==> src/rtl/cache_fill_fsm.sv <==
// cache_fill_fsm: miss handler between the I/D-cache miss outputs and a
// pipelined multi-cycle main memory. It arbitrates one miss (D-cache first),
// issues WORDS word reads for the missing block, streams the returned words
// into the owning cache's data array, then writes the tag for one cycle.
module cache_fill_fsm #(
   parameter int ADDR_W = 16,
   parameter int WORDS  = 8
) (
   input  logic              clk,
   input  logic              rst,
   input  logic              dcache_miss,
   input  logic [ADDR_W-1:0] dcache_miss_addr,
   input  logic              icache_miss,
   input  logic [ADDR_W-1:0] icache_miss_addr,
   input  logic              mem_data_valid,
   input  logic [ADDR_W-1:0] mem_data,
   output logic              mem_en,
   output logic [ADDR_W-1:0] mem_addr,
   output logic              fill_we,
   output logic [ADDR_W-1:0] fill_addr,
   output logic [ADDR_W-1:0] fill_data,
   output logic              tag_we,
   output logic              arbiter_select,
   output logic              busy,
   output logic              fill_done
);

   // Counters must reach WORDS itself (saturated issue side).
   localparam int CNT_W = $clog2(WORDS + 1);
   // Byte-offset bits within a block of WORDS 16-bit words.
   localparam int OFF_W = $clog2(WORDS * 2);
   localparam logic [CNT_W-1:0] WORDS_C = CNT_W'(WORDS);
   localparam logic [CNT_W-1:0] LAST_C  = CNT_W'(WORDS - 1);

   typedef enum logic [1:0] {
      IDLE = 2'd0,
      FILL = 2'd1,
      TAG  = 2'd2,
      DONE = 2'd3
   } state_t;

   state_t            state;
   logic [CNT_W-1:0]  issue_cnt;
   logic [CNT_W-1:0]  recv_cnt;
   logic [ADDR_W-1:0] base;
   logic              accept;

   // Offset bits of the miss addresses are dropped when the block base is formed.
   logic unused_offset_bits;
   assign unused_offset_bits = ^{dcache_miss_addr[OFF_W-1:0], icache_miss_addr[OFF_W-1:0]};

   // Byte address of word cnt inside the block; wraps modulo 2^ADDR_W.
   function automatic logic [ADDR_W-1:0] word_addr(input logic [ADDR_W-1:0] blk,
                                                   input logic [CNT_W-1:0]  cnt);
      return blk + (ADDR_W'(cnt) << 1);
   endfunction

   // Block-aligned base address of a faulting byte address.
   function automatic logic [ADDR_W-1:0] block_of(input logic [ADDR_W-1:0] a);
      return {a[ADDR_W-1:OFF_W], {OFF_W{1'b0}}};
   endfunction

   // A returned word is taken only while filling and before the block is complete.
   assign accept = (state == FILL) && mem_data_valid && (recv_cnt < WORDS_C);

   // Request, fill-write and status decode from current state and counters.
   always_comb begin
      // NOTE: every output gets a default first so no path leaves a latch.
      mem_en    = 1'b0;
      mem_addr  = '0;
      fill_we   = 1'b0;
      fill_addr = '0;
      fill_data = '0;
      busy      = (state != IDLE);
      if (state == FILL && issue_cnt < WORDS_C) begin
         mem_en   = 1'b1;
         mem_addr = word_addr(base, issue_cnt);
      end
      if (accept) begin
         fill_we   = 1'b1;
         fill_addr = word_addr(base, recv_cnt);
         fill_data = mem_data;
      end else if (state == TAG) begin
         fill_addr = base;
      end
   end

   // Fill sequencer: arbitration, counters and the registered one-cycle pulses.
   always_ff @(posedge clk) begin
      // NOTE: non-blocking assignments for all state so every update sees pre-edge values.
      if (rst) begin
         state          <= IDLE;
         issue_cnt      <= '0;
         recv_cnt       <= '0;
         base           <= '0;
         arbiter_select <= 1'b1;
         tag_we         <= 1'b0;
         fill_done      <= 1'b0;
      end else begin
         tag_we    <= 1'b0;
         fill_done <= 1'b0;
         case (state)
            IDLE: begin
               issue_cnt <= '0;
               recv_cnt  <= '0;
               if (dcache_miss) begin
                  base           <= block_of(dcache_miss_addr);
                  arbiter_select <= 1'b1;
                  state          <= FILL;
               end else if (icache_miss) begin
                  base           <= block_of(icache_miss_addr);
                  arbiter_select <= 1'b0;
                  state          <= FILL;
               end
            end
            FILL: begin
               if (issue_cnt < WORDS_C) begin
                  issue_cnt <= issue_cnt + 1'b1;
               end
               if (accept) begin
                  recv_cnt <= recv_cnt + 1'b1;
                  if (recv_cnt == LAST_C) begin
                     state  <= TAG;
                     tag_we <= 1'b1;
                  end
               end
            end
            TAG: begin
               state     <= DONE;
               fill_done <= 1'b1;
            end
            DONE: begin
               state     <= IDLE;
               issue_cnt <= '0;
               recv_cnt  <= '0;
            end
            default: state <= IDLE;
         endcase
      end
   end

endmodule

==> config.mk <==
export PLATFORM = sky130hd
export DESIGN_NAME = cache_fill_fsm
export DESIGN_NICKNAME = d
export VERILOG_FILES = /design/src/rtl/cache_fill_fsm.sv
export SDC_FILE = /design/constraint.sdc
export NUM_CORES = 1
export LEC_CHECK = 0
export BUFFER_PORTS_ARGS = -buffer_cell sky130_fd_sc_hd__buf_2
export CORE_MARGIN = 8
export CORE_UTILIZATION = 30
export DETAILED_ROUTE_END_ITERATION = 12
export PLACE_DENSITY = 0.67
export SYNTH_ARGS = -nofsm -noshare
export SYNTH_HDL_FRONTEND = slang
export SYNTH_SLANG_ARGS = --single-unit
==> constraint.sdc <==
create_clock -name clk -period 4.58 [get_ports clk]
set_input_delay 0.916 -clock clk [delete_from_list [all_inputs] [get_ports clk]]
set_output_delay 0.916 -clock clk [all_outputs]
set_load 0.1 [all_outputs]
==> results.txt, run 1 <==
1st-iter DRT viols - 85
WS Path Type - reg -> out
via count - 1,965
maximum vdd ir drop - 582 uV
CTS H-tree depth - 1
Slew Limit Fails - 0
final core occ - 0.391
crit path launch type - flip-flop
Crit-path slowest cell - and3b_4
Starting Density - 0.310
count of state elements after synthesis - 25
Final nets - 390
crit share post-route - 0.817
Port Buffers - 96
worst setup path end - fill_addr[14]
clock share of power - 0.076
Congestion Overflow GR - 0
Internal Power - 0.562 mW
worst path bufs/invs - 2
final hold vios - 0
top-area cell type share of the netlist area - 0.254
Fillers - 651
Post-Syn Instances - 247
number of global-route vias before repair - 1,839
first-pass GRT wire length - 9130 um
CP Launch Point - state[1]
crit path cell chain - inv_1 -> ha_1 -> and3b_4 -> nand4_4 -> o41ai_1 -> buf_2
Num CTS Buffers - 3
# IOs - 107
antenna violations before repair - 1
Cell variety after synth - 45
Worst R2R Path Depth - 6
share of layout cells above drive strength 1 - 0.346
Vias/cell - 4.86
Core ar. - 6350 sq um
Net Sw Frac - 0.657
Die Wd - 97.1 um
row cnt - 29
Avg Inst Size Synth - 7.98 sq um
r2r endpoint - base[11]
worst endpoint required time - 3.66 ns
yosys warns - 0
Crit path depth - 6
largest net degree at the start of global routing - 32
post-route ant nets - 0
Worst Skew - 0.0103 ns
clock sink count - 25
Seq/Total Area, Yosys - 0.254
cell area after synthesis - 1970 sq um
worst hold-check path type - reg -> reg
Die Ht - 97.1 um
Detailed Place HPWL - 4500 um
die area - 9420 sq um
Max clock buf depth - 2
post-synthesis cell type with the largest combined area - dfxtp_1
Max-slew headroom - 0.435
gr usage total - 0.111
post-CTS setup buffer count - 0
Synth Flop Type - dfxtp_1
maxcap violations - 0
multi-input logic area - 1330 sq um
Worst EP arrival - 2.83 ns
CTS tree - built
Root Buffer - clkbuf_8
reg2reg start - state[0]
sequential share of power - 0.230
leak pwr - 1.20 nW
worst slew pin tran - 0.846 ns
top cells by area, synth - dfxtp_1 25%, and2_1 7.9%, mux2i_1 7.6%, ha_1 5.7%, nor2_1 5.5%
Post-route DRC - 0
RSZ-0062 raised after global routing - no
number of flops mapped to enable cells by yosys - 0
max incr delay on CP - 0.52 ns
FFs w/ async S/R, synth - 0
CP endpoint kind - output pin
Gate power share - 0.693
Reg area - 500 sq um
Top delay family on crit path - simple AND/OR/NAND/NOR gates
DRT Wirelength - 5560 um
Reg clk slew, reported paths - 0.09 ns
CP max FO - 31
gpl congestion - 0.756
Avg WL per Cell - 13.8 um
post-route setup TNS - 0 ns
Skew-Pair Late Insertion Delay - 0.26 ns
flop2flop setup slack - 2.71 ns
Area Growth Syn to Fin - 26.1%
Max Clock Freq - 267 MHz
final setup fails - 0
DRT Pass-1 Iters - 4
P_sw - 1.08 mW
post-cts hold buffer count - 0
# resized after CTS - 0
status - complete, no violations
min cycle time layout - 3.74 ns
Antenna Diode Count - 0
Pwr Density - 659 nW/um^2
[per-layer routing]
metal,share of wire,up-vias,track usage
li1,-,1038,-
met1,0.47,873,0.149
met2,0.49,48,0.183
met3,0.031,4,0.0171
met4,0.0034,2,0.0201
met5,0.0014,-,0
[Yosys cell counts, types with 3 or more instances]
library cell / number
nor3_1: 6
o211ai_1: 3
o41ai_1: 3
o21ai_0: 10
o31ai_1: 3
nand3_1: 9
clkbuf_1: 8
mux2i_1: 15
ha_1: 9
buf_2: 8
a31oi_1: 3
a211oi_1: 13
nand4_4: 3
o311ai_1: 3
or3_1: 3
xnor2_1: 5
inv_1: 8
nor2_1: 29
dfxtp_1: 25
and2_1: 25
a21oi_1: 9
nand2_1: 17
[power groups by stage]
stage	sequential, mW	clock [mW]	combinational (mW)
6_report	0.377	0.125	1.14
5_1_grt	0.391	0.143	1.21
4_1_cts	0.376	0.128	1.14
3_5_place_dp	0.381	0	1.14
3_3_place_gp	0.377	0	1.13
2_1_floorplan	0.356	0	1.00
[worst reg2reg max path, stage by stage, from the launching register on]
cell      delay (ns)
dfxtp_1         0.34
inv_1           0.08
ha_1            0.24
inv_1           0.10
nor2_2          0.67
nor2_1          0.10
a211oi_1        0.25
[sequential cells by signal, summed over array words and instances (netlist names)]
register and cells:
fill_done 1, tag_we 1, recv_cnt 4, state 2, base 12, issue_cnt 4, arbiter_select 1
[worst min path at each step]
stage / start / end / depth (start not counted)
floorplan: issue_cnt[2] / issue_cnt[2] / 2
global placement: arbiter_select / arbiter_select / 1
detailed placement: arbiter_select / arbiter_select / 1
CTS: arbiter_select / arbiter_select / 1
global route: arbiter_select / arbiter_select / 1
finish: arbiter_select / arbiter_select / 1
[cell families (layout without fill, tap and decap cells)]
group | after synthesis | count (layout) | share of synthesized area
and+or+nand+nor | 107 | 107 | 0.314
AOI/OAI and AO/OA | 51 | 51 | 0.175
buffers and inverters | 29 | 108 | 0.0724
DFF | 25 | 25 | 0.254
muxes | 18 | 18 | 0.0952
adders and majority gates | 9 | 9 | 0.0571
xor gates and xnor gates | 7 | 7 | 0.0311
other | 1 | 2 | 0.00190
[layout by cell type, fill, tap and decap left out, types with 2 or more instances in the layout]
cell type / netlist / routed
inv_1: 8 / 8
mux2i_1: 15 / 15
nand2_1: 17 / 17
xnor2_1: 5 / 5
a21oi_1: 9 / 9
conb_1: 1 / 2
o31ai_1: 3 / 3
a22oi_1: 2 / 2
o21ai_0: 10 / 9
o311ai_1: 3 / 3
nor3_1: 6 / 6
nand4_4: 3 / 3
a31oi_1: 3 / 3
ha_1: 9 / 9
or3_1: 3 / 3
a211oi_1: 13 / 13
xor2_1: 2 / 2
nor4_2: 2 / 2
o41ai_1: 3 / 3
o211ai_1: 3 / 3
mux2_2: 2 / 2
dfxtp_1: 25 / 25
nand2b_1: 2 / 2
nor2_1: 29 / 29
nand3_1: 9 / 9
and2_1: 25 / 25
clkbuf_8: 0 / 3
buf_2: 8 / 96
[area by class of cell]
class | instances | area share
clock buffer | 3 | 0.0166
clock inverter | 1 | 0.00201
inverter | 8 | 0.0121
multi-input combinational | 194 | 0.536
sequential | 25 | 0.201
tap | 77 | 0.0388
timing repair buffer | 96 | 0.193
[per-stage QoR]
step	instance area, sq um	cells	hold WS (ns)	power [mW]	setup WS, ns
2_1_floorplan	1970	248	0.478	1.36	-0.809
3_3_place_gp	2440	400	0.473	1.51	1.08
3_5_place_dp	2440	400	0.468	1.52	1.05
4_1_cts	2480	404	0.500	1.65	0.839
5_1_grt	2480	404	0.529	1.74	0.651
6_report	2480	404	0.497	1.64	0.839
Note: power is estimated with default switching activity, not from simulation.
==> run 2: changes to the inputs <==
==> constraint.sdc (replaced) <==
create_clock -name clk -period 3.89 [get_ports clk]
set_input_delay 0.778 -clock clk [delete_from_list [all_inputs] [get_ports clk]]
set_output_delay 0.778 -clock clk [all_outputs]
set_load 0.1 [all_outputs]
==> results.txt, run 2 (synthesis gave the netlist of run 1 again) <==
status - complete, no violations (unchanged)
Detailed Place HPWL - 4460 um (was 4500 um)
post-route insts no fill - 405 (was 404)
# resized after CTS - 0 (unchanged)
met2 routed WL - 2830 um (was 2740 um)
Starting Density - 0.310 (unchanged)
DP Cell Count - 401 (was 400)
post-route setup TNS - 0 ns (unchanged)
Area Growth Syn to Fin - 27.1% (was 26.1%)
leak pwr - 1.21 nW (was 1.20 nW)
min cycle time layout - 3.21 ns
Congestion Overflow GR - 0 (unchanged)
Crit-path slowest cell - buf_2 (was and3b_4)
worst slew pin tran - 0.813 ns (was 0.846 ns)
# IOs - 107 (unchanged)
register with the most flip-flops - base (unchanged)
Final nets - 391 (was 390)
maximum vdd ir drop - 625 uV (was 582 uV)
worst hold-check path type - reg -> reg (unchanged)
pre-CTS setup slack - 0.665 ns (was 1.05 ns)
Fillers - 674 (was 651)
Vias/cell - 4.93 (was 4.86)
row cnt - 29 (unchanged)
post-CTS setup buffer count - 0 (unchanged)
Core ar. - 6350 sq um (unchanged)
crit share post-route - 0.825
CTS tree - built (unchanged)
Antenna Diode Count - 0 (unchanged)
Num CTS Buffers - 3 (unchanged)
CP endpoint kind - output pin (unchanged)
crit path launch type - input port (was flip-flop)
clock sink count - 25 (unchanged)
Worst Skew - 0.00264 ns (was 0.0103 ns)
final hold vios - 0 (unchanged)
gr usage total - 0.114 (was 0.111)
Largest register FFs - 12 (unchanged)
top sig layer - met4 (was met5)
commonest non-fill, non-tap cell in the layout - buf_2 (unchanged)
fin worst setup slack - 0.680 ns (was 0.839 ns)
worst endpoint required time - 3.11 ns (was 3.66 ns)
Skew-Pair Late Insertion Delay - 0.27 ns (was 0.26 ns)
antenna violations before repair - 0 (was 1)
crit path cell chain - buf_2 -> and3b_4 -> nand4_4 -> o41ai_1 -> buf_2 (was inv_1 -> ha_1 -> and3b_4 -> nand4_4 -> o41ai_1 -> buf_2)
WS Path Type - in -> out (was reg -> out)
RSZ-0062 raised after global routing - no (unchanged)
Max-slew headroom - 0.457 (was 0.435)
Pwr Density - 777 nW/um^2 (was 659 nW/um^2)
largest registers - base (12), issue_cnt (4), recv_cnt (4) (unchanged)
first-pass GRT wire length - 9270 um (was 9130 um)
CTS H-tree depth - 1 (unchanged)
Max clock buf depth - 2 (unchanged)
Final Instance Area - 2500 sq um (was 2480 sq um)
Reg clk slew, reported paths - 0.09 ns (about the same)
post-cts hold buffer count - 0 (unchanged)
max incr delay on CP - 0.49 ns (was 0.52 ns)
maxcap violations - 0 (unchanged)
Slew Limit Fails - 0 (unchanged)
post-route ant nets - 0 (unchanged)
Die Ht - 97.1 um (unchanged)
Root Buffer - clkbuf_8 (unchanged)
DRT Pass-1 Iters - 4 (unchanged)
share of layout cells above drive strength 1 - 0.354 (was 0.346)
Die Wd - 97.1 um (unchanged)
Worst EP arrival - 2.43 ns (was 2.83 ns)
CP max FO - 31 (unchanged)
gpl congestion - 0.734 (was 0.756)
cell repeated most along the worst path - buf_2
Avg WL per Cell - 13.8 um (about the same)
flop2flop setup slack - 2.07 ns (was 2.71 ns)
commonest cells after routing, fill and taps aside - 96 x buf_2, 29 x nor2_1, 25 x and2_1, 25 x dfxtp_1, 17 x nand2_1 (unchanged)
Placed Area - 2460 sq um (was 2440 sq um)
Power Total - 1.95 mW (was 1.64 mW)
die area - 9420 sq um (unchanged)
largest net degree at the start of global routing - 32 (unchanged)
final setup fails - 0 (unchanged)
met3 WL - 169 um (was 170 um)
Port Buffers - 96 (unchanged)
DRT Wirelength - 5600 um (was 5560 um)
Post-route DRC - 0 (unchanged)
1st-iter DRT viols - 79 (was 85)
via count - 1,998 (was 1,965)
number of global-route vias before repair - 1,945 (was 1,839)
Max Clock Freq - 312 MHz
DRT met1 WL - 2540 um (was 2630 um)
[run 2: path summary, 6_finish.rpt]
path,from,end,cells after the start
worst max register to register,state[0],recv_cnt[2],5
worst min-delay path,arbiter_select,arbiter_select,1
worst max-delay path,mem_data_valid,fill_addr[12],5
worst min register to register,arbiter_select,arbiter_select,1
[run 2: where the power goes]
part           total [mW]  internal (mW)  leakage, nW  switching, mW
registers           0.442          0.322        0.205          0.120
clock network       0.157         0.0726       0.0217         0.0841
logic                1.35          0.274        0.978           1.07
[run 2: metal layers]
layer	global-route usage	vias to the layer above
li1	-	1040
met1	0.140	906
met2	0.194	46
met3	0.0185	6
met4	0.0438	0
met5	0	-
[run 2: metrics by stage]
stage	hold slack, ns	util
global route	0.556	0.394
finish	0.517	0.394
global placement	0.468	0.387
floorplan	0.478	-
CTS	0.519	0.394
detailed placement	0.482	0.387
[run 2: critical path: cells and delay by family]
family | cells | cell delay [ns]
compound gates | 1 | 0.40
simple gates | 2 | 0.62
buf+inv | 2 | 0.61
[run 2: area by class of cell]
type                    count  area (sq um)  area share
inverters                   8          30.0      0.0120
multi-input cells         194          1340       0.535
clock buffers               3          41.3      0.0165
flip-flops and latches     25           500       0.200
clock inverters             1          7.51     0.00300
repair buffers             97           488       0.195
well taps                  77          96.3      0.0385
